**src/rtl/receive_queue.sv**
```systemverilog
// Receive-side message buffer: holds post office messages in arrival order and serves src/tag receive requests, oldest match first.
// Optional macro RECEIVE_QUEUE_ANY_SRC_EN lets a request's any_src flag match messages from every sender.
module receive_queue #(
    parameter int SIZE   = 4,
    parameter int DATA_W = 64,
    parameter int ID_W   = 4,
    parameter int TAG_W  = 8
) (
    input  logic              clk,
    input  logic              rst,
    input  logic              flush,
    input  logic              postoffice_receive_queue_valid,
    output logic              receive_queue_postoffice_ready,
    input  logic [ID_W-1:0]   postoffice_receive_queue_src,
    input  logic [TAG_W-1:0]  postoffice_receive_queue_tag,
    input  logic [DATA_W-1:0] postoffice_receive_queue_data,
    input  logic              request_decoder_receive_queue_valid,
    output logic              receive_queue_request_decoder_ready,
    input  logic [ID_W-1:0]   request_decoder_receive_queue_src,
    input  logic [TAG_W-1:0]  request_decoder_receive_queue_tag,
    input  logic              request_decoder_receive_queue_any_src,
    output logic              receive_queue_writeback_valid,
    input  logic              writeback_receive_queue_ready,
    output logic [DATA_W-1:0] receive_queue_writeback_data,
    output logic [ID_W-1:0]   receive_queue_writeback_src
);

    localparam int CNT_W = $clog2(SIZE + 1);
    localparam int IDX_W = $clog2(SIZE);

    localparam logic [1:0] ST_IDLE = 2'd0;
    localparam logic [1:0] ST_WAIT = 2'd1;
    localparam logic [1:0] ST_RESP = 2'd2;

`ifdef RECEIVE_QUEUE_ANY_SRC_EN
    localparam logic ANY_SRC_EN = 1'b1;
`else
    localparam logic ANY_SRC_EN = 1'b0;
`endif

    logic [1:0]        state_q, state_d;
    logic [CNT_W-1:0]  count_q, count_d;
    logic [ID_W-1:0]   reqSrc_q, reqSrc_d;
    logic [TAG_W-1:0]  reqTag_q, reqTag_d;
    logic              reqAny_q, reqAny_d;
    logic [IDX_W-1:0]  matchIdx_q, matchIdx_d;

    logic [ID_W-1:0]   srcMem_q  [SIZE];
    logic [TAG_W-1:0]  tagMem_q  [SIZE];
    logic [DATA_W-1:0] dataMem_q [SIZE];

    logic [ID_W-1:0]   srcShift  [SIZE];
    logic [TAG_W-1:0]  tagShift  [SIZE];
    logic [DATA_W-1:0] dataShift [SIZE];

    logic              pushEn;
    logic              removeEn;
    logic [CNT_W-1:0]  tail;
    logic              matchFound;
    logic [IDX_W-1:0]  matchIdx;

    assign receive_queue_postoffice_ready      = (count_q < CNT_W'(SIZE));
    assign receive_queue_request_decoder_ready = (state_q == ST_IDLE);
    assign receive_queue_writeback_valid       = (state_q == ST_RESP);
    assign receive_queue_writeback_data        = dataMem_q[matchIdx_q];
    assign receive_queue_writeback_src         = srcMem_q[matchIdx_q];

    // Flush wins over a same-cycle writeback handshake, so the entry survives.
    assign pushEn   = postoffice_receive_queue_valid & receive_queue_postoffice_ready;
    assign removeEn = (state_q == ST_RESP) & writeback_receive_queue_ready & ~flush;
    assign tail     = count_q - CNT_W'(removeEn);
    assign count_d  = count_q + CNT_W'(pushEn) - CNT_W'(removeEn);

    // Scan downward so the lowest (oldest) matching index is the one left standing.
    always_comb begin
        matchFound = 1'b0;
        matchIdx   = '0;
        for (int i = SIZE - 1; i >= 0; i--) begin
            if ((CNT_W'(i) < count_q) && (tagMem_q[i] == reqTag_q) &&
                ((srcMem_q[i] == reqSrc_q) || (reqAny_q && ANY_SRC_EN))) begin
                matchFound = 1'b1;
                matchIdx   = IDX_W'(i);
            end
        end
    end

    always_comb begin
        for (int i = 0; i < SIZE - 1; i++) begin
            if (removeEn && (IDX_W'(i) >= matchIdx_q)) begin
                srcShift[i]  = srcMem_q[i+1];
                tagShift[i]  = tagMem_q[i+1];
                dataShift[i] = dataMem_q[i+1];
            end else begin
                srcShift[i]  = srcMem_q[i];
                tagShift[i]  = tagMem_q[i];
                dataShift[i] = dataMem_q[i];
            end
        end
        srcShift[SIZE-1]  = srcMem_q[SIZE-1];
        tagShift[SIZE-1]  = tagMem_q[SIZE-1];
        dataShift[SIZE-1] = dataMem_q[SIZE-1];
    end

    always_comb begin
        state_d    = state_q;
        reqSrc_d   = reqSrc_q;
        reqTag_d   = reqTag_q;
        reqAny_d   = reqAny_q;
        matchIdx_d = matchIdx_q;
        case (state_q)
            ST_IDLE: begin
                if (request_decoder_receive_queue_valid) begin
                    reqSrc_d = request_decoder_receive_queue_src;
                    reqTag_d = request_decoder_receive_queue_tag;
                    reqAny_d = request_decoder_receive_queue_any_src;
                    state_d  = ST_WAIT;
                end
            end
            ST_WAIT: begin
                if (matchFound) begin
                    matchIdx_d = matchIdx;
                    state_d    = ST_RESP;
                end
            end
            ST_RESP: begin
                if (writeback_receive_queue_ready) begin
                    state_d = ST_IDLE;
                end
            end
            default: state_d = ST_IDLE;
        endcase
        if (flush) begin
            state_d = ST_IDLE;
        end
    end

    always_ff @(posedge clk) begin
        if (rst) begin
            state_q    <= ST_IDLE;
            count_q    <= '0;
            reqSrc_q   <= '0;
            reqTag_q   <= '0;
            reqAny_q   <= 1'b0;
            matchIdx_q <= '0;
        end else begin
            state_q    <= state_d;
            count_q    <= count_d;
            reqSrc_q   <= reqSrc_d;
            reqTag_q   <= reqTag_d;
            reqAny_q   <= reqAny_d;
            matchIdx_q <= matchIdx_d;
        end
    end

    // Removal shift happens first; the arrival then lands at the post-shift tail.
    always_ff @(posedge clk) begin
        for (int i = 0; i < SIZE; i++) begin
            if (pushEn && (tail == CNT_W'(i))) begin
                srcMem_q[i]  <= postoffice_receive_queue_src;
                tagMem_q[i]  <= postoffice_receive_queue_tag;
                dataMem_q[i] <= postoffice_receive_queue_data;
            end else begin
                srcMem_q[i]  <= srcShift[i];
                tagMem_q[i]  <= tagShift[i];
                dataMem_q[i] <= dataShift[i];
            end
        end
    end

endmodule

```
**config.mk**
```make
export PLATFORM = sky130hd
export DESIGN_NAME = receive_queue
export DESIGN_NICKNAME = d
export VERILOG_FILES = /design/src/rtl/receive_queue.sv
export SDC_FILE = /design/constraint.sdc
export NUM_CORES = 1
export LEC_CHECK = 0
export ABC_CLOCK_PERIOD_IN_PS = 15300
export CAP_MARGIN = 20
export CORE_ASPECT_RATIO = 0.9
export CORE_MARGIN = 5
export CORE_UTILIZATION = 60
export CTS_BUF_LIST = sky130_fd_sc_hd__clkbuf_8 sky130_fd_sc_hd__clkbuf_16
export DETAILED_ROUTE_END_ITERATION = 7
export PLACE_DENSITY = 0.94
export SKIP_LAST_GASP = 1
export SLEW_MARGIN = 30
export SYNTH_ARGS = -nofsm -noshare
export SYNTH_HDL_FRONTEND = slang
export SYNTH_SLANG_ARGS = --single-unit
```
**constraint.sdc**
```tcl
create_clock -name clk -period 15.3 [get_ports clk]
set_clock_uncertainty 0.15 [all_clocks]
set_input_delay 3.06 -clock clk [delete_from_list [all_inputs] [get_ports clk]]
set_output_delay 3.06 -clock clk [all_outputs]
set_load 0.005 [all_outputs]
```
# == After elaboration in Yosys (flattened, before gate mapping) ==
# Memory sizes are Yosys's and may differ from the RTL's. A register that Yosys moved wholly into a read port is not among the register bits.
# Cells that the tools add are included.
# totals
word_cells,123
out_inout_bits,71
memories,3
register_bits,19
ramBits,304
# memory_table
memory,depth,width,rd,rd_clocked_by_memory_dff,write_ports,line_no,source
dataMem_q,4,64,4,1,4,50,logic [DATA_W-1:0] dataMem_q [SIZE];
tagMem_q,4,8,4,0,4,49,logic [TAG_W-1:0] tagMem_q [SIZE];
srcMem_q,4,4,5,1,4,48,logic [ID_W-1:0] srcMem_q [SIZE];
# classes
magnitude_cmp,8
eq_ne,17
addsub,3
muxes,49
bitwise,16
reduce_logical,22
# ops
cell,count
$mux 64,7
$mux 8,7
$eq 8x8->1,4
$mux 4,7
$mux 2,11
$eq 4x4->1,4
$mux 1,16
$logic_and 1x1->1,15
$or 1x1->1,12
$eq 3x2->1 const B,2
$lt 1x3->1 const A,2
$lt 2x3->1 const A,2
$pmux 2 s3,1
$reduce_and 2->1,3
$sub 3x1->3,2
$ge 1x2->1 const A,2
$ne 2x2->1 const B,2
$add 3x1->3,1
$and 1x1->1,3
$eq 3x1->1 const B,1
$logic_not 3->1,1
$lt 3x3->1 const B,1
$reduce_and 3->1,1
$eq 2x1->1 const B,1
7 further kinds,7

# == Logic depth before layout (Yosys ltp) ==
# depth
depth_word,10
mapped_depth,11
ltp_nobuf,9

# == Worst setup path after synthesis ==
# OpenSTA, ideal clock, no wires.
# synth_path
path_type,input to register
startpoint,input flush
endpoint,"memory dataMem_q[3][0], enable pin"
cell_stages,6
arrival_time_ps,9025
path_slack_ps,5521
path_cell_list,nand3b_2 inv_1 ha_1 ha_1 or2_1 nor3_1
# synth_lines
item,line_no,source
start: declaration,11,"input logic flush,"
end: declaration,50,

==> reports/results.ini <==
[routing]
antenna_left = 0
avgRoutedWirePerCell_um = 24.0
dr.first_iter.drc_count = 704
routed_via_density = 6.04
wl_um = 32600
drcViolationCount = 0
vias = 8212
dr.pass1.iters = 5

[clocking]
postCtsSetupBuffers = 0
ctsHoldBuffers = 0
clk_pin_slew_ns = 0.06
clk_latency_ns = 0.50
cts.sinks = 325
cts_resized = 0
clk_path_buf_depth = 3
clockRootBuffer = clkbuf_16
cts_buffers = 35
htreeDepth = 2
cts_tree = yes

[grt]
grt_pass1_vias = 8846
grt_util_all_layers_pct = 23.2
grt_pass1_wl_um = 51400
grt_max_degree = 56
antenna_found_initial = 0
grt_overflow = 0

[setup_path]
cp-start-kind = input port
r2r-start = state_q[0]$_SDFFE_PP0P_
endpoint_kind = flip-flop
reg2reg_to = dataMem_q[0][35]$_DFFE_PP_
cp.required_ns = 15.39
cp_max_fo = 55
crit_arrival_ns = 7.29
r2r_slack_ns = 10.69
critPathKind = in2reg
worst-r2r-cell-count = 9

[floorplanning]
initial_core_util_pct = 60.4
rows = 55
pin_count = 166
die_x_um = 177
die-area_mm2 = 0.0284
die_h_um = 160
core_region_area_mm2 = 0.0250

[power]
ir_drop_uv = 92.5
p_leak_nw = 6.01
powerDensity_mw_per_mm2 = 132

[place]
portBuffers = 164
gp_congestion = 0.778
dp_hpwl_um = 20400
place_ws_ns = 7.64

[hold_path]
hold-path-endpoint = state_q[0]$_SDFFE_PP0P_
hp-start = state_q[1]$_SDFFE_PP0P_
hold_depth = 1
min_path_type = reg2reg

[timing]
hold_violations = 0
fmax_mhz = 139
finalSetupTns_ns = 0
tightest_slew_ns = 0.940
rsz0062_at_grt = false
finalMaxSlewViolations = 0
fin_crit_sh_pct = 47.1
setup_ws_ns = 8.10
min_period_ns = 7.20
slew_headroom_pct = 37.1
setup_violations = 0

[yosys]
async_reset_ff_share_pct = 0
ys_seq_area_share_pct = 63.2
synth-main-ff-cell = edfxtp_1
synth_edf_count = 304
syn_area_mm2 = 0.0151
ys_seq_elements = 325
avgSynthCellArea_um2 = 18.1
syn_inst = 834
ys_warn_count = 0
synthDistinctLibCells = 42
synthesis.nets = 936

[cells_and_area]
n_antenna_cell = 0
layout-drive-gt1-share_pct = 22.8
nNetsFinal = 1094
area_delta_synth_final_pct = 20.0

[job]
max-cap-violations = 0

[run_status]
status = finished, final reports clean

-- flip-flops by register name (all words and copies together) (netlist names), named ones only --
name,flops
count_q,3
reqSrc_q,4
state_q,2
tagMem_q,32
dataMem_q,256
matchIdx_q,2
reqTag_q,8
srcMem_q,16
-- layer usage --
layer,track usage [%],share of wire (%),vias to the layer above
li1,-,-,3627
met1,32.0,41,4250
met2,38.5,50,292
met3,5.15,7.5,43
met4,5.13,1.7,0
met5,0,0,-
-- stage by stage --
step / instance area (um2) / util, % / hold WS [ns] / cells / power [W]
2_1_floorplan: 15100 / - / 0.286 / 834 / 0.00139
3_3_place_gp: 16900 / 67.8 / 0.315 / 1296 / 0.00155
3_5_place_dp: 17000 / 67.9 / 0.344 / 1297 / 0.00157
4_1_cts: 18100 / 72.5 / 0.352 / 1359 / 0.00241
5_1_grt: 18100 / 72.5 / 0.390 / 1359 / 0.00249
6_report: 18100 / 72.5 / 0.357 / 1359 / 0.00239
-- report_power, final --
group | switching (W) | total [W] | internal [W]
Clock | 0.000328 | 0.000839 | 0.000511
Sequential | 0.0000405 | 0.00115 | 0.00111
Combinational | 0.000194 | 0.000405 | 0.000211
Total | 0.000563 | 0.00239 | 0.00183
-- critical path, cell delays in order --
cell	delay (ns)
clkdlybuf4s50_1	0.53
nand3b_2	0.27
inv_1	0.14
ha_1	0.21
ha_1	0.33
nand3_1	0.73
nor4b_4	0.78
buf_4	0.76
mux2_1	0.42
-- cells in the final DEF (no fill, tap or decap), drive strengths merged --
cell           instances
a211o                  2
a211oi                 3
a21oi                 13
and2                   1
and2b                  1
buf                   13
bufinv                 4
clkbuf                39
clkdlybuf4s50        164
clkinv                10
dfxtp                 21
edfxtp               304
fa                     1
ha                     6
inv                   16
mux2                 228
mux2i                  1
mux4                  68
nand2                 33
nand2b                 3
nand3                  1
nand3b                 1
nand4                  5
nor2                   9
nor2b                  2
nor3                   4
nor4                   7
nor4b                  2
o21ai                  2
o21bai                 1
o31ai                  2
or2                    1
xnor2                  7
xor2                  42
-- cells by family (layout without fill, tap and decap cells) --
family                   count (synthesis)  after routing  share of synthesized area [%]
flip-flops                             325            325                           63.2
adder cells (fa/ha/maj)                  7              7                          0.630
AO/OA/AOI/OAI                           23             23                          0.970
multiplexers                           297            297                           27.2
AND/OR/NAND/NOR                         70             70                           2.40
XOR/XNOR                                49             49                           2.84
buffers and inverters                   63            246                           2.70
-- cells in the mapped netlist (2+ instances only) --
| cell | count | area [um2] |
|---|---|---|
| dfxtp_1 | 21 | 420 |
| buf_4 | 4 | 30.0 |
| xnor2_1 | 7 | 61.3 |
| buf_6 | 7 | 78.8 |
| nor2_1 | 8 | 30.0 |
| nor3_1 | 4 | 20.0 |
| a211oi_1 | 2 | 15.0 |
| xor2_1 | 42 | 368 |
| mux2_2 | 88 | 991 |
| buf_2 | 29 | 145 |
| a21oi_1 | 13 | 65.1 |
| nand2_1 | 32 | 120 |
| nand4_1 | 5 | 31.3 |
| mux4_2 | 68 | 1530 |
| nor4_1 | 5 | 31.3 |
| edfxtp_1 | 304 | 9130 |
| o31ai_1 | 2 | 15.0 |
| nor4_2 | 2 | 25.0 |
| a211o_1 | 2 | 17.5 |
| inv_1 | 6 | 22.5 |
| nor2b_1 | 2 | 12.5 |
| ha_1 | 6 | 75.1 |
| mux2_1 | 140 | 1580 |
| clkbuf_1 | 10 | 37.5 |
| nand2b_1 | 3 | 18.8 |
| buf_8 | 6 | 90.1 |
-- how the worst max path moves through the flow --
stage	from	end	slack, ns	cells past startpoint
after floorplan	flush	dataMem_q[3][0]$_DFFE_PP_	5.52	6
after global placement	flush	dataMem_q[0][48]$_DFFE_PP_	7.69	9
after detailed placement	flush	dataMem_q[0][37]$_DFFE_PP_	7.64	9
after CTS	flush	dataMem_q[0][35]$_DFFE_PP_	8.09	9
after global routing	flush	dataMem_q[0][35]$_DFFE_PP_	7.93	9
final	flush	dataMem_q[0][35]$_DFFE_PP_	8.10	9
-- final cells by class --
cell class / count / area [um2]
clock buffers: 39 / 953
clock inverters: 23 / 195
fillers: 1501 / 6860
inverters: 7 / 26.3
multi-input cells: 446 / 5200
flip-flops and latches: 325 / 9550
well taps: 342 / 428
repair buffers: 177 / 1760
Power figures use the tool's default switching activity.
